`config.mk`:
```
export PLATFORM = sky130hd
export DESIGN_NAME = seq_div_nxm
export DESIGN_NICKNAME = d
export VERILOG_FILES = /design/src/rtl/seq_div_nxm_pkg.sv /design/src/rtl/seq_div_nxm_div_step_m.sv /design/src/rtl/seq_div_nxm.sv
export SDC_FILE = /design/constraint.sdc
export NUM_CORES = 1
export LEC_CHECK = 0
export CORE_MARGIN = 2
export CORE_UTILIZATION = 52
export CTS_BUF_LIST = sky130_fd_sc_hd__clkbuf_16
export CTS_CLUSTER_DIAMETER = 40
export DETAILED_ROUTE_END_ITERATION = 10
export PLACE_DENSITY = 0.79
export SLEW_MARGIN = 10
export SYNTH_ARGS = -nofsm -noshare
export SYNTH_HDL_FRONTEND = slang
export SYNTH_SLANG_ARGS = --single-unit
export TNS_END_PERCENT = 50
```
`constraint.sdc`:
```
create_clock -name clk -period 2.1 [get_ports clk]
set_input_delay 0.42 -clock clk [delete_from_list [all_inputs] [get_ports clk]]
set_output_delay 0.42 -clock clk [all_outputs]
set_load 0.02 [all_outputs]
```
`src/rtl/seq_div_nxm_pkg.sv`:
```
// rtl/seq_div_nxm_pkg.sv - shared state encodings and default widths for seq_div_nxm
package seq_div_nxm_pkg;

  localparam int DEF_N = 8;  // dividend / quotient width
  localparam int DEF_M = 4;  // divisor / remainder width

  typedef enum logic [1:0] {
    S_IDLE = 2'd0,
    S_RUN  = 2'd1,
    S_DONE = 2'd2
  } state_t;

endpackage

```
`src/rtl/seq_div_nxm_div_step_m.sv`:
```
// rtl/seq_div_nxm_div_step_m.sv - one combinational restoring-division step
// Ports:
//   shifted   in  M+1  partial remainder shifted left with next dividend bit
//   divisor   in  M    unsigned divisor
//   rem_next  out M    partial remainder after this step
//   q_bit     out 1    quotient bit produced by this step
module seq_div_nxm_div_step_m #(
  parameter int M = 4
) (
  input  logic [M:0]   shifted,
  input  logic [M-1:0] divisor,
  output logic [M-1:0] rem_next,
  output logic         q_bit
);

  logic fits;

  // The restored remainder is always below the divisor, so it fits in M bits
  // even though the shifted operand needs M+1.
  assign fits     = (shifted >= {1'b0, divisor});
  assign q_bit    = fits;
  assign rem_next = fits ? M'(shifted - {1'b0, divisor}) : shifted[M-1:0];

endmodule

```
`src/rtl/seq_div_nxm.sv`:
```
// rtl/seq_div_nxm.sv - iterative restoring divider, one quotient bit per clock
// Ports:
//   clk          in   1  rising-edge clock
//   rst_n        in   1  synchronous active-low reset
//   start        in   1  request, sampled only when not busy
//   dividend     in   N  unsigned dividend, captured on accepted start
//   divisor      in   M  unsigned divisor, captured on accepted start
//   busy         out  1  operation in flight
//   done         out  1  one-cycle pulse, results valid
//   quotient     out  N  quotient, held until next done
//   remainder    out  M  remainder, held until next done
//   div_by_zero  out  1  divisor was zero for the reported op
module seq_div_nxm
  import seq_div_nxm_pkg::*;
#(
  parameter int N = DEF_N,
  parameter int M = DEF_M
) (
  input  logic         clk,
  input  logic         rst_n,
  input  logic         start,
  input  logic [N-1:0] dividend,
  input  logic [M-1:0] divisor,
  output logic         busy,
  output logic         done,
  output logic [N-1:0] quotient,
  output logic [M-1:0] remainder,
  output logic         div_by_zero
);

  localparam int CW = $clog2(N);

  state_t        state, state_nxt;
  logic [CW-1:0] count;
  logic          fin;      // all N iterations done; next RUN edge publishes
  logic [N-1:0]  dvd_sr;   // dividend, consumed MSB first
  logic [N-1:0]  q_sr;     // quotient bits, shifted in MSB first
  logic [M-1:0]  dsr;
  logic [M-1:0]  rem;
  logic [M:0]    step_in;
  logic [M-1:0]  step_rem;
  logic          step_q;
  logic          accept;

  assign step_in = {rem, dvd_sr[N-1]};

  seq_div_nxm_div_step_m #(.M(M)) u_step (
    .shifted  (step_in),
    .divisor  (dsr),
    .rem_next (step_rem),
    .q_bit    (step_q)
  );

  assign accept = start && ((state == S_IDLE) || (state == S_DONE));
  assign busy   = (state == S_RUN);
  assign done   = (state == S_DONE);

  always_ff @(posedge clk) begin
    if (!rst_n) begin
      state <= S_IDLE;
    end else begin
      state <= state_nxt;
    end
  end

  always_comb begin
    state_nxt = state;
    case (state)
      S_IDLE:  if (start) state_nxt = S_RUN;
      S_RUN:   if (fin) state_nxt = S_DONE;
      S_DONE:  state_nxt = start ? S_RUN : S_IDLE;
      default: state_nxt = S_IDLE;
    endcase
  end

  always_ff @(posedge clk) begin
    if (!rst_n) begin
      count       <= '0;
      fin         <= 1'b0;
      dvd_sr      <= '0;
      q_sr        <= '0;
      dsr         <= '0;
      rem         <= '0;
      quotient    <= '0;
      remainder   <= '0;
      div_by_zero <= 1'b0;
    end else if (accept) begin
      dvd_sr <= dividend;
      dsr    <= divisor;
      rem    <= '0;
      q_sr   <= '0;
      count  <= CW'(N - 1);
      fin    <= 1'b0;
    end else if (state == S_RUN) begin
      if (fin) begin
        // A zero divisor naturally yields all-ones quotient and the low
        // dividend bits as remainder; only the flag needs explicit logic.
        quotient    <= q_sr;
        remainder   <= rem;
        div_by_zero <= (dsr == '0);
      end else begin
        rem    <= step_rem;
        q_sr   <= {q_sr[N-2:0], step_q};
        dvd_sr <= {dvd_sr[N-2:0], 1'b0};
        if (count == '0) begin
          fin <= 1'b1;
        end else begin
          count <= count - CW'(1);
        end
      end
    end
  end

endmodule

```
; ---- After elaboration in Yosys (flattened, before gate mapping)
; Index checks and enable logic that the tools add are counted.
[op_classes]
add_sub_neg = 2
mul = 0
div_mod_pow = 0
n_lt_le_gt_ge = 1
n_eq_ne = 6
shift = 0
n_mux = 14
bitwise = 3
n_reduce_logical = 12
[op_table]
columns = operator, n
row1 = 2-to-1 mux 8 bit, 3
row2 = 2-to-1 mux 3 bit, 4
row3 = case mux 2 bit (3 select lines), 1
row4 = AND reduction 2 bit, 3
row5 = AND reduction 3 bit, 2
row6 = greater-or-equal comparator 5 x 4 -> 1 bit, 1
row7 = logical NOT 4 bit, 1
row8 = 2-to-1 mux 2 bit, 2
row9 = 2-to-1 mux 4 bit, 1
row10 = != test 2 x 1 -> 1 bit (second input constant), 2
row11 = != test 2 bit (second input constant), 2
row12 = subtractor 4 bit, 1
row13 = logical NOT 3 bit, 1
row14 = 2-to-1 mux 1 bit, 3
row15 = inverter 1 bit, 3
row16 = subtractor 3 x 1 -> 3 bit (second input constant), 1
row17 = equality test 2 x 1 -> 1 bit (second input constant), 1
row18 = equality test 2 bit (second input constant), 1
row19 = logical NOT 2 bit, 1
row20 = nonzero test 2 bit, 1
row21 = OR reduction 2 bit, 1
row22 = logical AND 1 bit, 1
row23 = logical OR 1 bit, 1
[word_totals]
reg_bits = 43
latchBits = 0
ramBits = 0
rom_bits = 0
in_bits = 15
word_cells = 48
mem_count = 0

; ---- Depth between registers and ports, before layout
[depth]
word_depth = 5
ltp_mapped = 7
ltp_nobuf = 7

; ---- Hierarchy
; A second synthesis with hierarchy kept.
[unflattened]
hier_cells = 232
hier_area_um2 = 1908.1
[by_module_without_submodules]
columns = module, instances, cells_each, area_per_inst_um2, seq_area_each_um2
row1 = seq_div_nxm, 1, 204, 1684.1, 860.8
row2 = seq_div_nxm_div_step_m, 1, 28, 224.0, 0.0

; ---- Least setup slack after synthesis
; Ideal clock, no wire load.
[synth_timing]
path_type = register to register
from = register dsr[2]
to = register rem[1]
setup_ps = 62
t_arrival_ps = 1716
required_ps = 2038
setup_slack_ps = 322
path_stages_with_launch = 8
path_buffers = 0
period_less_slack_ps = 1778
cell_sequence = dfxtp_1 > inv_1 > ha_1 > or2_1 > a211oi_2 > a21oi_2 > or4_1 > nand3_1
[synth_between]
elab_chain_len = 2
[synth_lines]
columns = item, line_no
row1 = from (decl), seq_div_nxm.sv:38  ; logic [M-1:0] dsr;
row2 = from (signal assigned), seq_div_nxm.sv:89  ; dsr <= divisor;
row3 = greater-or-equal comparator 5 x 4 -> 1 bit, seq_div_nxm_div_step_m.sv:20  ; assign fits = (shifted >= {1'b0, divisor});
row4 = 2-to-1 mux 4 bit, seq_div_nxm_div_step_m.sv:22  ; assign rem_next = fits ? M'(shifted - {1'b0, divisor}) : shifted[M-1:0];
row5 = to (signal assigned), seq_div_nxm.sv:102  ; rem <= step_rem;
row6 = to (decl), seq_div_nxm.sv:39  ; logic [M-1:0] rem;
; No other way between the ends.
; A chain may end at the register's enable or synchronous reset.

; ---- Worst setup path in the final report
[layout_timing]
from = register state[1]
to = output port busy
[layout_between]
elab_chain_len = 1
[layout_lines]
columns = item, line_no
row1 = from (decl), seq_div_nxm.sv:33  ; state_t state, state_nxt;
row2 = from (signal assigned), seq_div_nxm.sv:62  ; state <= state_nxt;
row3 = equality test 2 x 1 -> 1 bit, seq_div_nxm.sv:55  ; assign busy = (state == S_RUN);
row4 = to (decl), seq_div_nxm.sv:24  ; output logic busy,
; No other way between the ends.

==> qor.csv <==
stage,metric,value,unit
grt,grt_pass1_vias,1535,
logic_synthesis,async_reset_ff_share,0,%
critical_path,setup.worst_path.start_class,flip-flop,
power_and_ir_drop,max-vdd-ir-drop,0.536,mV
grt,gr-total-overflow,0,
timing,finalHoldViolCount,0,
floorplan,die-height,63.5,um
clock_tree,cts.sinks,43,
layout,nets,279,
detailed_routing,detail_route.iter0.violations,83,
critical_path,critPathRequiredTime,1.68,ns
clock_tree,root_buffer,clkbuf_16,
timing,worst_slew_pin_slew,0.575,ns
logic_synthesis,synth_compound_area_share,16.5,%
placement,dp_hpwl,2670,um
status,outcome,"complete, no violations",
placement,gp_congestion,0.788,
detailed_routing,drc,0,
critical_path,path_class,reg -> out,
critical_path,arrival,1.50,ns
timing,hold_slack,0.449,ns
clock_tree,cts_buffers,5,
detailed_routing,ant_nets,0,
logic_synthesis,synth-xor-area-share,0.952,%
clock_tree,cts_tree,built,
layout,drive_gt1_share,6.23,%
floorplan,dieArea,4030,um2
timing,maxSlewHeadroom,61.5,%
critical_path,cp_max_fo,5,
timing,setup_viol,0,
logic_synthesis,avgSynthCellArea,8.14,um2
timing,max_freq,522,MHz
placement,io_buffer_count,29,
clock_tree,cts_max_path_buffers,2,
layout,n_antenna_cell,0,
layout,instances_no_fill,303,
grt,grt_max_degree,23,
timing,skew,0.00458,ns
clock_tree,htree_num_levels,2,
floorplan,dieWidth,63.5,um
clock_tree,clkTransAtPathRegs,0.06,ns
logic_synthesis,synth-adder-area-share,5.17,%
logic_synthesis,synthSimpleGateAreaFrac,24.2,%
logic_synthesis,synth_top_flop_cell,dfxtp_1,
detailed_routing,routed_wl,3760,um
timing,rsz0062_at_grt,no,
clock_tree,post_cts_buffers,0,
detailed_routing,wl_per_cell,12.4,um
floorplan,pin_count,30,
clock_tree,cts_hold_buffers,0,
logic_synthesis,muxShareOfSynthArea,1.63,%
logic_synthesis,ys_warn_count,0,
detailed_routing,avgViaCountPerCell,5.16,
critical_path,critPathCaptureType,primary output,
logic_synthesis,synth.cell_area,1840,um2
clock_tree,clock_latency,0.28,ns
power_and_ir_drop,p_leak,0.895,nW
logic_synthesis,synth_edf_count,0,
logic_synthesis,synth-seq-cells,43,
grt,grt_usage,20.7,%
logic_synthesis,syn_inst,226,
floorplan,start_util,54.7,%
detailed_routing,vias,1564,
clock_tree,post_cts_resized,0,
logic_synthesis,synth_top_family_by_area,simple AND/OR/NAND/NOR gates,
floorplan,core,3360,um2
grt,grt_pass1_wl,6470,um
timing,fin_setup_tns,0,ns
power_and_ir_drop,power_density,799,nW/um2
detailed_routing,firstDrtPassIters,4,
timing,fin_crit_sh,91.2,%
min_path,hp-class,reg -> reg,
timing,slew_violations,0,
flow_run,cap_violations,0,
layout,area_growth,26.4,%
layout,fillCellCount,318,
grt,grt_antenna_before_repair,0,
logic_synthesis,synth_nets,248,
logic_synthesis,synth_cell_types,34,
floorplan,num_rows,21,
logic_synthesis,ys_seq_area_share,46.8,%
placement,dp_cells,296,
timing,fin_crit,1.92,ns
==> sequential cells by signal, indices dropped and copies added, names as in the netlist <==
| register | count |
|---|---|
| fin | 1 |
| q_sr | 8 |
| quotient | 8 |
| count | 3 |
| dvd_sr | 8 |
| dsr | 4 |
| remainder | 4 |
| rem | 4 |
| state | 2 |
| div_by_zero | 1 |
==> metal layers <==
layer  share of wire [%]  routed length, um  track usage [%]
met5                   0                  0                0
met4                 1.6                 60             8.70
met3                 4.4                167             6.96
met2                  49               1860             35.7
met1                  45               1670             23.1
==> cells in the final DEF, fill, tap and decap left out, types with 2 or more instances in the layout <==
master	instances
dfxtp_1	43
ha_1	6
nor2b_1	3
nor3_1	7
a21boi_1	3
buf_4	7
nand3_1	8
nor4_1	2
o211a_1	6
a211oi_1	4
clkdlybuf4s50_1	29
nand2b_1	2
inv_1	8
nor2_1	8
mux2i_1	3
clkinv_1	2
a21boi_0	3
o21ai_0	2
clkbuf_16	5
a21oi_1	24
nand2_1	68
==> power by group <==
group | internal (mW) | total, mW | switching, mW
clock network | 0.426 | 0.713 | 0.287
logic | 0.121 | 0.267 | 0.147
registers | 0.852 | 0.877 | 0.0247
==> worst max-delay path: stages (launching register included) <==
cell and delay, ns:
dfxtp_1 0.32, and2b_1 0.27, clkdlybuf4s50_1 0.63
==> through the flow <==
stage / power (mW) / util (%) / worst slack (ns) / instance area [um2]
floorplan: 1.07 / - / 0.322 / 1840
global placement: 1.15 / 65.1 / 0.282 / 2190
detailed placement: 1.16 / 65.1 / 0.237 / 2190
CTS: 1.87 / 69.1 / 0.185 / 2320
global route: 1.96 / 69.1 / 0.0881 / 2320
finish: 1.86 / 69.1 / 0.184 / 2320
==> worst paths after layout <==
path / start / endpoint / slack [ns] / depth (start not counted)
worst max-delay path: state[1] / busy / 0.18 / 2
worst min-delay path: quotient[7] / quotient[7] / 0.45 / 2
worst max register to register: dsr[2] / rem[1] / 0.19 / 7
worst min register to register: quotient[7] / quotient[7] / 0.45 / 2
==> area by class of cell <==
| cell class | instances | area, um2 | share of cell area [%] |
|---|---|---|---|
| Clock buffer | 5 | 125 | 5.38 |
| Clock inverter | 2 | 8.76 | 0.377 |
| Inverter | 9 | 33.8 | 1.45 |
| Multi-Input combinational cell | 162 | 896 | 38.5 |
| Sequential cell | 43 | 861 | 37.0 |
| Tap cell | 46 | 57.6 | 2.48 |
| Timing Repair Buffer | 36 | 343 | 14.7 |
==> logic make-up after synthesis <==
kind of cell / after synthesis
muxes: 3
adders and majority gates: 7
and+or+nand+nor: 104
AOI/OAI and AO/OA: 46
DFF: 43
xor gates and xnor gates: 2
buffers and inverters: 21
==> synth_stat cells (all sizes together), types with 2 or more instances <==
master	count	area share (%)
inv	8	1.6
nand2b	2	0.68
a21oi	25	7.0
nor2b	3	1.0
o21ai	2	0.54
a21boi	6	2.4
nand2	68	14
nor4	2	0.68
dfxtp	43	47
a211oi	5	2.3
mux2i	3	1.6
ha	6	4.1
nand3	8	2.2
nor2	8	1.6
buf	5	1.5
nor3	7	1.9
clkbuf	7	1.4
o211a	6	3.3
No activity file was read; power rests on OpenSTA's default activity.
